`src/rtl/mac_check_arbiter_if.sv`:
```
// ---------------------------------------------------------------------------
// mac_check_arbiter_if
// Bundle between the per-lane frame builders / MAC checker and the shared
// checker arbiter.
//   i_req, i_frame_done     : per-source request level and frame-written pulse
//   o_gnt                   : one-hot grant of the shared frame buffer
//   o_check_start           : one-cycle launch pulse to the checker
//   i_check_done/i_check_err: checker completion pulse and error flags
//   i_clr_cnt               : synchronous statistics clear
//   o_busy                  : arbiter not idle
//   o_result_*/o_timeout    : per-frame result strobe, source tag, flags
//   o_frame_cnt/o_err_cnt   : saturating statistics
// Modport slave is the arbiter side, master the environment side.
// ---------------------------------------------------------------------------
interface mac_check_arbiter_if #(
   parameter int N_REQ     = 4,
   parameter int SRC_W     = $clog2(N_REQ),
   parameter int CNT_WIDTH = 32
);
   logic [N_REQ-1:0]     i_req;
   logic [N_REQ-1:0]     o_gnt;
   logic [N_REQ-1:0]     i_frame_done;
   logic                 o_check_start;
   logic                 i_check_done;
   logic [3:0]           i_check_err;
   logic                 i_clr_cnt;
   logic                 o_busy;
   logic                 o_result_valid;
   logic [SRC_W-1:0]     o_result_src;
   logic [3:0]           o_result_err;
   logic                 o_timeout;
   logic [CNT_WIDTH-1:0] o_frame_cnt;
   logic [CNT_WIDTH-1:0] o_err_cnt;

   modport slave (
      input  i_req, i_frame_done, i_check_done, i_check_err, i_clr_cnt,
      output o_gnt, o_check_start, o_busy, o_result_valid, o_result_src,
             o_result_err, o_timeout, o_frame_cnt, o_err_cnt
   );

   modport master (
      output i_req, i_frame_done, i_check_done, i_check_err, i_clr_cnt,
      input  o_gnt, o_check_start, o_busy, o_result_valid, o_result_src,
             o_result_err, o_timeout, o_frame_cnt, o_err_cnt
   );
endinterface

```
`src/rtl/mac_check_arbiter.sv`:
```
// ---------------------------------------------------------------------------
// mac_check_arbiter
// Round-robin owner of one shared MAC frame checker. Grants one source the
// frame buffer, launches the checker when that source's frame is written,
// waits for done or a timeout and returns a source-tagged result while
// keeping saturating frame/error counters.
//   clk     : rising-edge clock
//   i_rst_n : asynchronous active-low reset (in-flight check is dropped)
//   bus     : mac_check_arbiter_if.slave, see the interface for signals
// ---------------------------------------------------------------------------
module mac_check_arbiter #(
   parameter int N_REQ         = 4,
   parameter int SRC_W         = $clog2(N_REQ),
   parameter int CHECK_TIMEOUT = 64,
   parameter int CNT_WIDTH     = 32
) (
   input  logic               clk,
   input  logic               i_rst_n,
   mac_check_arbiter_if.slave bus
);
   localparam int              TO_W    = $clog2(CHECK_TIMEOUT + 1);
   localparam logic [TO_W-1:0] TO_LAST = TO_W'(CHECK_TIMEOUT - 1);

   typedef enum logic [1:0] {S_IDLE, S_GRANT, S_START, S_WAIT} state_t;

   state_t           state, state_nxt;
   logic [SRC_W-1:0] cur, cur_nxt;
   logic [SRC_W-1:0] last, last_nxt;
   logic [TO_W-1:0]  to_cnt, to_cnt_nxt;
   logic [N_REQ-1:0] gnt_nxt;
   logic             start_nxt;
   logic             res_vld_nxt;
   logic             res_to_nxt;
   logic [3:0]       res_err_nxt;

   logic             rr_hit;
   logic [SRC_W-1:0] rr_idx;
   logic [SRC_W-1:0] rr_probe;

   // First requesting source at or after last+1, wrapping.
   always_comb begin
      rr_hit   = 1'b0;
      rr_idx   = '0;
      rr_probe = '0;
      for (int i = 1; i <= N_REQ; i++) begin
         rr_probe = SRC_W'((int'(last) + i) % N_REQ);
         if (!rr_hit && bus.i_req[rr_probe]) begin
            rr_hit = 1'b1;
            rr_idx = rr_probe;
         end
      end
   end

   always_comb begin
      state_nxt   = state;
      cur_nxt     = cur;
      last_nxt    = last;
      to_cnt_nxt  = to_cnt;
      gnt_nxt     = '0;
      start_nxt   = 1'b0;
      res_vld_nxt = 1'b0;
      res_to_nxt  = 1'b0;
      res_err_nxt = '0;
      unique case (state)
         S_IDLE: begin
            if (rr_hit) begin
               gnt_nxt   = N_REQ'(1) << rr_idx;
               cur_nxt   = rr_idx;
               state_nxt = S_GRANT;
            end
         end
         S_GRANT: begin
            // Done beats a simultaneous request drop.
            if (bus.i_frame_done[cur]) begin
               start_nxt = 1'b1;
               state_nxt = S_START;
            end else if (!bus.i_req[cur]) begin
               last_nxt  = cur;
               state_nxt = S_IDLE;
            end else begin
               gnt_nxt = N_REQ'(1) << cur;
            end
         end
         S_START: begin
            to_cnt_nxt = '0;
            state_nxt  = S_WAIT;
         end
         S_WAIT: begin
            to_cnt_nxt = to_cnt + 1'b1;
            // Done on the last allowed cycle still counts as done.
            if (bus.i_check_done) begin
               res_vld_nxt = 1'b1;
               res_err_nxt = bus.i_check_err;
               last_nxt    = cur;
               state_nxt   = S_IDLE;
            end else if (to_cnt == TO_LAST) begin
               res_vld_nxt = 1'b1;
               res_to_nxt  = 1'b1;
               res_err_nxt = 4'hF;
               last_nxt    = cur;
               state_nxt   = S_IDLE;
            end
         end
         default: state_nxt = S_IDLE;
      endcase
   end

   always_ff @(posedge clk or negedge i_rst_n) begin
      if (!i_rst_n) begin
         state              <= S_IDLE;
         cur                <= '0;
         last               <= SRC_W'(N_REQ - 1);
         to_cnt             <= '0;
         bus.o_gnt          <= '0;
         bus.o_check_start  <= 1'b0;
         bus.o_result_valid <= 1'b0;
         bus.o_result_src   <= '0;
         bus.o_result_err   <= '0;
         bus.o_timeout      <= 1'b0;
      end else begin
         state              <= state_nxt;
         cur                <= cur_nxt;
         last               <= last_nxt;
         to_cnt             <= to_cnt_nxt;
         bus.o_gnt          <= gnt_nxt;
         bus.o_check_start  <= start_nxt;
         bus.o_result_valid <= res_vld_nxt;
         bus.o_timeout      <= res_to_nxt;
         if (res_vld_nxt) begin
            bus.o_result_src <= cur;
            bus.o_result_err <= res_err_nxt;
         end
      end
   end

   // Timeout forces all flags set, so |err alone covers the error count.
   always_ff @(posedge clk or negedge i_rst_n) begin
      if (!i_rst_n) begin
         bus.o_frame_cnt <= '0;
         bus.o_err_cnt   <= '0;
      end else if (bus.i_clr_cnt) begin
         bus.o_frame_cnt <= '0;
         bus.o_err_cnt   <= '0;
      end else if (res_vld_nxt) begin
         if (bus.o_frame_cnt != '1)
            bus.o_frame_cnt <= bus.o_frame_cnt + 1'b1;
         if ((|res_err_nxt) && (bus.o_err_cnt != '1))
            bus.o_err_cnt <= bus.o_err_cnt + 1'b1;
      end
   end

   assign bus.o_busy = (state != S_IDLE);

endmodule
```
`src/flat_wrapper.sv`:
```
// flat-port wrapper written by rule: the top's interface ports become plain ports
module mac_check_arbiter_flat 
#(
   parameter int N_REQ         = 4,
   parameter int SRC_W         = $clog2(N_REQ),
   parameter int CHECK_TIMEOUT = 64,
   parameter int CNT_WIDTH     = 32
)
  (clk, i_rst_n, bus_i_req, bus_i_frame_done, bus_i_check_done, bus_i_check_err, bus_i_clr_cnt, bus_o_gnt, bus_o_check_start, bus_o_busy, bus_o_result_valid, bus_o_result_src, bus_o_result_err, bus_o_timeout, bus_o_frame_cnt, bus_o_err_cnt);
  mac_check_arbiter_if #(.N_REQ(N_REQ), .SRC_W(SRC_W), .CNT_WIDTH(CNT_WIDTH)) bus_i ();
  input  logic clk;
  input  logic i_rst_n;
  input wire logic [$bits(bus_i.i_req)-1:0] bus_i_req;
  input wire logic [$bits(bus_i.i_frame_done)-1:0] bus_i_frame_done;
  input wire logic [$bits(bus_i.i_check_done)-1:0] bus_i_check_done;
  input wire logic [$bits(bus_i.i_check_err)-1:0] bus_i_check_err;
  input wire logic [$bits(bus_i.i_clr_cnt)-1:0] bus_i_clr_cnt;
  output wire logic [$bits(bus_i.o_gnt)-1:0] bus_o_gnt;
  output wire logic [$bits(bus_i.o_check_start)-1:0] bus_o_check_start;
  output wire logic [$bits(bus_i.o_busy)-1:0] bus_o_busy;
  output wire logic [$bits(bus_i.o_result_valid)-1:0] bus_o_result_valid;
  output wire logic [$bits(bus_i.o_result_src)-1:0] bus_o_result_src;
  output wire logic [$bits(bus_i.o_result_err)-1:0] bus_o_result_err;
  output wire logic [$bits(bus_i.o_timeout)-1:0] bus_o_timeout;
  output wire logic [$bits(bus_i.o_frame_cnt)-1:0] bus_o_frame_cnt;
  output wire logic [$bits(bus_i.o_err_cnt)-1:0] bus_o_err_cnt;
  assign bus_i.i_req = bus_i_req;
  assign bus_i.i_frame_done = bus_i_frame_done;
  assign bus_i.i_check_done = bus_i_check_done;
  assign bus_i.i_check_err = bus_i_check_err;
  assign bus_i.i_clr_cnt = bus_i_clr_cnt;
  assign bus_o_gnt = bus_i.o_gnt;
  assign bus_o_check_start = bus_i.o_check_start;
  assign bus_o_busy = bus_i.o_busy;
  assign bus_o_result_valid = bus_i.o_result_valid;
  assign bus_o_result_src = bus_i.o_result_src;
  assign bus_o_result_err = bus_i.o_result_err;
  assign bus_o_timeout = bus_i.o_timeout;
  assign bus_o_frame_cnt = bus_i.o_frame_cnt;
  assign bus_o_err_cnt = bus_i.o_err_cnt;
  mac_check_arbiter #(.N_REQ(N_REQ), .SRC_W(SRC_W), .CHECK_TIMEOUT(CHECK_TIMEOUT), .CNT_WIDTH(CNT_WIDTH)) u_core (.clk(clk), .i_rst_n(i_rst_n), .bus(bus_i));
endmodule
```
`config.mk`:
```
export PLATFORM = sky130hd
export DESIGN_NAME = mac_check_arbiter_flat
export DESIGN_NICKNAME = d
export VERILOG_FILES = /design/src/rtl/mac_check_arbiter_if.sv /design/src/rtl/mac_check_arbiter.sv /design/src/flat_wrapper.sv
export SDC_FILE = /design/constraint.sdc
export NUM_CORES = 1
export LEC_CHECK = 0
export CORE_UTILIZATION = 52
export CTS_CLUSTER_DIAMETER = 40
export DETAILED_ROUTE_END_ITERATION = 7
export PLACE_DENSITY = 0.79
export SYNTH_ARGS = -nofsm -noshare
export SYNTH_HDL_FRONTEND = slang
export SYNTH_SLANG_ARGS = --single-unit
```
`constraint.sdc`:
```
create_clock -name clk -period 3.1 [get_ports clk]
set_clock_uncertainty 0.05 [all_clocks]
set_input_delay 0.62 -clock clk [delete_from_list [all_inputs] [get_ports clk]]
set_output_delay 0.62 -clock clk [all_outputs]
set_load 0.005 [all_outputs]
```
======== Word-level counts from Yosys, hierarchy flattened ========
Index checks and enable logic that the tools add are counted.
storage, ports and cells
  register bits ........................... 90
  output and inout port bits .............. 78
  logic and storage cells ................. 109
cells by class
  add/subtract/negate cells ............... 7
  order comparisons ....................... 5
  equality and inequality tests ........... 11
  shift-type cells ........................ 2
  muxes and demuxes ....................... 52
  reductions and logical operators ........ 20
operator list
  kind                                                                          number
  32-bit two-way mux                                                            6
  32-bit by 1-bit adder with 32-bit output, second input constant               2
  32-bit inequality test, second input constant                                 2
  2-bit two-way mux                                                             13
  4-bit two-way mux                                                             6
  1-bit two-way mux                                                             17
  2-bit by 3-bit less-than comparator with 1-bit output, second input constant  5
  7-bit one-hot mux with 2 select lines                                         1
  1-bit binary-select mux with 2-bit select                                     6
  2-bit nonzero test                                                            6
  2-bit one-hot mux with 4 select lines                                         1
  4-bit one-hot mux with 2 select lines                                         1
  1-bit by 2-bit left shift with 4-bit output, first input constant             2
  7-bit by 1-bit adder with 7-bit output, second input constant                 1
  7-bit by 6-bit == test with 1-bit output, second input constant               1
  3-bit by 2-bit inequality test with 1-bit output, second input constant       2
  2-bit AND reduction                                                           3
  2-bit by 1-bit adder with 2-bit output, second input constant                 2
  2-bit adder, second input constant                                            2
  2-bit == test, second input constant                                          2
  1-bit logical AND                                                             4
  2-bit inequality test, second input constant                                  2
  2-bit one-hot mux with 2 select lines                                         1
  4-bit AND reduction                                                           1
  other kinds (6)                                                               8

======== Logic depth before layout (Yosys ltp) ========
Gate-level depths: netlist (run 1).
  word-level depth ........................ 16
  gate-level depth with buffers ........... 8
  mapped depth without buffers ............ 7

======== Worst setup path before layout (run 1) ========
OpenSTA, ideal clock, no wires.
  path type ............................... reg-to-reg
  from .................................... register u_core.bus.o_err_cnt[10] in the netlist's numbering
  to ...................................... register u_core.bus.o_err_cnt[27] in the netlist's numbering
  library setup time ...................... 0.128 ns
  arrival time ............................ 2.282 ns
  data required time ...................... 2.922 ns
  path slack .............................. 0.640 ns
  stages on the path, launching flop included .. 7
  cell sequence ........................... dfrtp_1 -> nand4_4 -> or4_4 -> or3b_4 -> buf_6 -> nor4_2 -> mux2_1
between the ends
  cells in the longest elaborated chain, start to end .. 4
  elaborated cells between the ends (all ways) .. 8
RTL lines
  element                                                                             RTL line                                            RTL
  start, declared                                                                     mac_check_arbiter_if.sv:38                          o_result_err, o_timeout, o_frame_cnt, o_err_cnt
  start signal, assigned                                                              mac_check_arbiter.sv:148                            bus.o_err_cnt <= bus.o_err_cnt + 1'b1;
  32-bit by 1-bit adder with 32-bit output or 32-bit inequality test (tied branches)  mac_check_arbiter.sv:148, mac_check_arbiter.sv:147
  32-bit two-way mux or 1-bit logical AND (tied branches)                             mac_check_arbiter.sv:147                            if ((|res_err_nxt) && (bus.o_err_cnt != '1))
  32-bit two-way mux or 2-bit nonzero test (tied branches)                            --
  32-bit two-way mux or 2-bit AND reduction (tied branches)                           --
Several ways; a longest one is shown, not always the timed one. The select of a mux whose other input is x is not followed.
A chain may end at the register's enable or synchronous reset.

======== Worst setup path after layout (run 1) ========
  from .................................... register u_core.bus.o_err_cnt[11] in the netlist's numbering
  to ...................................... register u_core.bus.o_err_cnt[31] in the netlist's numbering
Same word-level chain as after synthesis.

==> results of run 1 <==
==> registers in the layout (all words and copies together) (netlist names), 2 cells and up, named ones only <==
signal,flops
u_core.bus.o_err_cnt,32
u_core.bus.o_frame_cnt,32
u_core.bus.o_gnt,4
u_core.bus.o_result_err,4
u_core.bus.o_result_src,2
u_core.cur,2
u_core.last,2
u_core.to_cnt,7
==> per-layer routing <==
metal / GRT usage [%] / vias to the layer above
met5: 0 / -
met4: 9.76 / 0
met3: 4.68 / 18
met2: 43.9 / 142
met1: 33.4 / 2208
li1: - / 2163
==> cell families (layout without fill, tap and decap cells) <==
kind of cell             count (synthesis)  after routing  synth area share [%]
buffers and inverters                   48            143                  3.95
AO/OA/AOI/OAI                          139            139                  17.0
AND/OR/NAND/NOR                        223            223                  26.2
XOR/XNOR                                 9              9                  1.63
adder cells (fa/ha/maj)                  3              3                 0.775
flip-flops                              90             90                  46.6
multiplexers                            15             15                  3.85
==> cell type report <==
cell class | count | area [um2] | share of cell area [%]
multi-input cells | 389 | 2400 | 39.6
flip-flops and latches | 90 | 2250 | 37.1
repair buffers | 107 | 1030 | 16.9
clock buffers | 10 | 138 | 2.27
well taps | 108 | 135 | 2.22
inverters | 20 | 75.1 | 1.24
clock inverters | 6 | 40.0 | 0.659
==> cells in the mapped netlist (2+ instances only) <==
library cell / count / area, um2
a211oi_1: 3 / 22.5
ha_1: 3 / 37.5
or4_1: 17 / 128
mux2_2: 8 / 90.1
mux2i_1: 4 / 40.0
clkbuf_1: 23 / 86.3
buf_2: 3 / 15.0
a32o_1: 2 / 20.0
nor2_1: 32 / 120
and4_1: 7 / 61.3
o32ai_1: 2 / 17.5
and2_1: 2 / 12.5
a21oi_1: 53 / 265
xor2_1: 4 / 35.0
nand2_1: 30 / 113
mux4_2: 2 / 45.0
nor2b_1: 9 / 56.3
nand3b_1: 2 / 15.0
or3_1: 32 / 200
inv_1: 19 / 71.3
and3_1: 7 / 43.8
o211ai_1: 2 / 15.0
nor3_1: 9 / 45.0
o21ai_0: 45 / 225
a2111oi_0: 3 / 26.3
a31oi_1: 4 / 25.0
dfrtp_1: 88 / 2200
o31ai_1: 16 / 120
nand3_1: 34 / 170
xnor2_1: 5 / 43.8
or2_2: 3 / 18.8
nand4_1: 23 / 144
nor4_1: 7 / 43.8
dfstp_2: 2 / 52.6
==> through the flow <==
step                      hold WS [ns]  cells
after floorplan                  0.274    527
after global placement           0.410    714
after detailed placement         0.400    714
after CTS                        0.246    730
after global routing             0.267    730
final                            0.223    730
==> power groups by stage <==
stage	sequential (uW)	combinational [uW]	clock [uW]
floorplan	1410	430	0
global placement	1460	674	0
detailed placement	1470	705	0
CTS	1450	710	762
global route	1480	780	809
finish	1460	707	750
==> worst max-delay path by stage <==
stage	start	to	slack [ns]	depth (start not counted)
floorplan	bus_i_check_done	u_core.bus.o_err_cnt[27]	0.64	7
global placement	bus_i_check_done	u_core.bus.o_err_cnt[5]	0.38	7
detailed placement	bus_i_check_done	u_core.bus.o_err_cnt[13]	0.27	7
CTS	u_core.bus.o_err_cnt[11]	u_core.bus.o_err_cnt[31]	0.49	5
global route	u_core.bus.o_frame_cnt[18]	u_core.bus.o_frame_cnt[3]	0.31	6
finish	u_core.bus.o_err_cnt[11]	u_core.bus.o_err_cnt[31]	0.48	5
==> critical path: cells and delay by family (launching register included) <==
kind | cells | cell delay [ns]
AND/OR/NAND/NOR | 4 | 1.56
multiplexers | 1 | 0.37
flip-flops | 1 | 0.50
==> metrics.txt, run 1 <==
crit path max fanout=14; RSZ-0062 raised after global routing=false; Sink Count=90; CTS tree=built; Synth Register Bits=90; FMAX=382 MHz; Post-synth EDFFs=0; Die W=98.5 um; crit path DAT=2.80 ns; Final #Nets=636; layout cells sized above 1=9.16%; ys async rst share=100%; first-pass GRT wire length=20500 um; vias in the first global route=4321; TritonRoute pass-1 iters=7; Lkg Pwr=0.00227 uW; Post-DP HPWL=8550 um; H-tree level count=3; Tot GR Track Use=26.0%; top routing layer in use=met4; # setup viols final=0; fill count=697; Mapped Area=4840 um2; switch share=32.5%; commonest non-fill, non-tap cells in the layout=clkdlybuf4s50_1 (91), dfrtp_1 (88), a21oi_1 (53); Final Hold Fails=0; Clk pin slew, worst setup/hold paths=0.10 ns; Die H=98.5 um; core area=8850 um2; Sw Pwr=948 uW; setup TNS=0 ns; Root Driver=clkbuf_8; worst vdd rail ir drop=0.378 mV; post-route setup slack=0.480 ns; 1st-iter DRT viols=236; ANT cells=0; grt total ovfl=0; Placed Instance Area=5900 um2; Worst setup SP type=register; wire length on met2=6040 um; Synth Flop Type=dfrtp_1; Max clock buf depth=2; Slew headroom=46.4%; PD cells=479 nW/um2; Seq/Total Area, Yosys=46.6%; pin count of the biggest net entering global routing=49; fin area=6070 um2; Internal Power=1960 uW; status=complete, but fails checks; HP Class=input pin to asynchronous set/reset pin; Comb power frac=24.3%; reg2reg path depth=5; Final min period=2.62 ns; commonest non-fill, non-tap cell in the layout=clkdlybuf4s50_1; worst slew pin tran=0.804 ns; final core occ=68.6%; fin. max-slew vios=0; die area=9700 um2; Placer Congestion=0.881; dpl ws=0.270 ns; starting density of the core=54.7%; Post-CTS Setup Repair Bufs=0; syn nets=546; Yosys cell types=56; Post-CTS Resized=0; vias per cell=6.21; Hold Buf Count CTS=0; CP max stage cell=or4_4; drt wl/cell=16.7 um; CTS buffer count=9; Final Power=2910 uW; worst skew pair latency=0.36 ns; Clock Power Share=25.8%; routed length on met1=5260 um; Routed met3 length=673 um; Critical R2R Launch=u_core.bus.o_err_cnt[11]; Syn Area/Cell=9.19 um2; Crit. End Element=register; # rows=34; max incr delay on CP=0.59 ns; P&R area growth vs syn=25.4%; initial antenna violation count=0; final WL=12200 um; R2R Path End=u_core.bus.o_err_cnt[31]; DRC=7; failing checks=DRC; critical setup path kind=register to register; sequential power share=50.0%; I/O Buffers=93; fin crit share=84.5%; vias post-DR=4531; Post-DRT Antenna Nets=0; # IOs=94; max-cap viol count=0; Yosys warnings=0; R2R setup slack=0.48 ns; Syn Inst Count=527; critical path, cell by cell=nand4_4 > or4_4 > or3b_4 > nor4_1 > mux2_2; CP Data Required Time=3.28 ns
Note: power is estimated with default switching activity, not from simulation.
==> run 2, diff against run 1 <==
- clock period: 3.1 -> 2.6 ns (I/O delays scaled with it)
==> metrics.txt, run 2 (synthesis gave the netlist of run 1 again) <==
first-pass GRT wire length=20300 um; RSZ-0062 raised after global routing=false; Sw Pwr=1110 uW; Crit. End Element=register; R2R setup slack=0.15 ns; footprint of the multi-input gates=2400 um2; Post-DRT Antenna Nets=0; switch share=31.3%; setup TNS=0 ns; ANT cells=0; grt total ovfl=0; CTS buffer count=9; commonest non-fill, non-tap cell in the layout=clkdlybuf4s50_1; # setup viols final=0; FMAX=408 MHz; # IOs=94; commonest non-fill, non-tap cells in the layout=clkdlybuf4s50_1 (91), dfrtp_1 (88), a21oi_1 (53); Lkg Pwr=0.00238 uW; starting density of the core=54.7%; 1st-iter DRT viols=304; Die H=98.5 um; Post-CTS Resized=0; Tot GR Track Use=25.9%; I/O Buffers=93; worst skew pair latency=0.35 ns; Die W=98.5 um; Final min period=2.45 ns; max-cap viol count=0; Internal Power=2440 uW; Final Hold Fails=0; vias per cell=6.20; HP Class=input pin to asynchronous set/reset pin; Worst setup SP type=register; core area=8850 um2; die area=9700 um2; CTS tree=built; Slew headroom=56.5%; P&R area growth vs syn=29.0%; H-tree level count=3; crit path DAT=2.64 ns; Post-CTS Setup Repair Bufs=0; Comb power frac=25.0%; PD cells=570 nW/um2; DRC=7; Root Driver=clkbuf_8; initial antenna violation count=0; status=complete, but fails checks; Sink Count=90; worst slew pin tran=0.652 ns; Post-DP HPWL=8800 um; worst vdd rail ir drop=0.501 mV; pin count of the biggest net entering global routing=42; fill count=703; TritonRoute pass-1 iters=7; crit path max fanout=11; Placed Cells=735; Final #Nets=657; largest registers=u_core.bus.o_err_cnt (32), u_core.bus.o_frame_cnt (32), u_core.to_cnt (7); Max clock buf depth=2; sequential power share=48.3%; failing checks=DRC; fin crit share=94.3%; # rows=34; Reg area=2250 um2; Non-Filler Instances=751; Clock Power Share=26.7%; critical setup path kind=register to register; Hold Buf Count CTS=0; vias post-DR=4655; Placer Congestion=0.894; Clk pin slew, worst setup/hold paths=0.09 ns; drt wl/cell=16.0 um; CP Data Required Time=2.79 ns; vias in the first global route=4388; fin. max-slew vios=0; final WL=12000 um; layout cells sized above 1=12.1%
[run 2: cell count changes in the layout (fill, tap and decap cells not counted), sizes merged]
| cell | delta |
|---|---|
| bufinv | +1 |
| clkinv | -1 |
| buf | +21 |
| clkbuf | -1 |
| clkinvlp | +1 |
[run 2: power groups by stage]
stage	Sequential, uW	Combinational [uW]	Clock (uW)
after global placement	1740	854	0
after CTS	1720	895	962
after detailed placement	1740	890	0
after floorplan	1690	513	0
final	1720	889	951
after global routing	1740	983	1020
[run 2: final cells by class]
class	count	share of cell area, %
multi-input combinational	389	38.5
tap	108	2.16
clock buffer	9	1.98
timing repair buffer	128	19.0
clock inverter	7	1.10
sequential	90	36.1
inverter	20	1.20
[run 2: metrics by stage]
step	setup WS, ns	utilization [%]	cell area [um2]	hold slack [ns]	total power, uW
2_1_floorplan	0.140	-	4840	0.174	2200
3_3_place_gp	0.0713	68.4	6050	0.396	2590
3_5_place_dp	0.0565	68.4	6050	0.394	2630
4_1_cts	0.136	70.6	6250	0.0958	3570
5_1_grt	0.0521	70.6	6250	0.119	3750
6_report	0.149	70.6	6250	0.0772	3560
[run 2: critical path, cell delays in order (launching register included)]
cell and delay (ns):
dfrtp_1 0.45, nand4_4 0.12, or4_4 0.58, or3b_4 0.46, nor4_1 0.31, mux2_2 0.36
[run 2: path summary, 6_finish.rpt]
path / startpoint / end / depth (start not counted)
setup / recovery: u_core.bus.o_err_cnt[12] / u_core.bus.o_err_cnt[31] / 5
hold / removal: i_rst_n / u_core.bus.o_frame_cnt[26] / 1
setup reg to reg: u_core.bus.o_err_cnt[12] / u_core.bus.o_err_cnt[31] / 5
hold reg to reg: u_core.to_cnt[6] / u_core.bus.o_timeout / 1
max in group asynchronous: i_rst_n / u_core.bus.o_err_cnt[10] / 2
min in group clk: u_core.to_cnt[6] / u_core.bus.o_timeout / 1
[run 2: metal layers]
metal	up-vias	part of all wire (%)	global-route usage, %
met1	2247	43	33.9
met4	0	1.9	8.84
met2	178	49	44.0
li1	2207	-	-
met3	23	6.2	4.04
met5	-	0	0
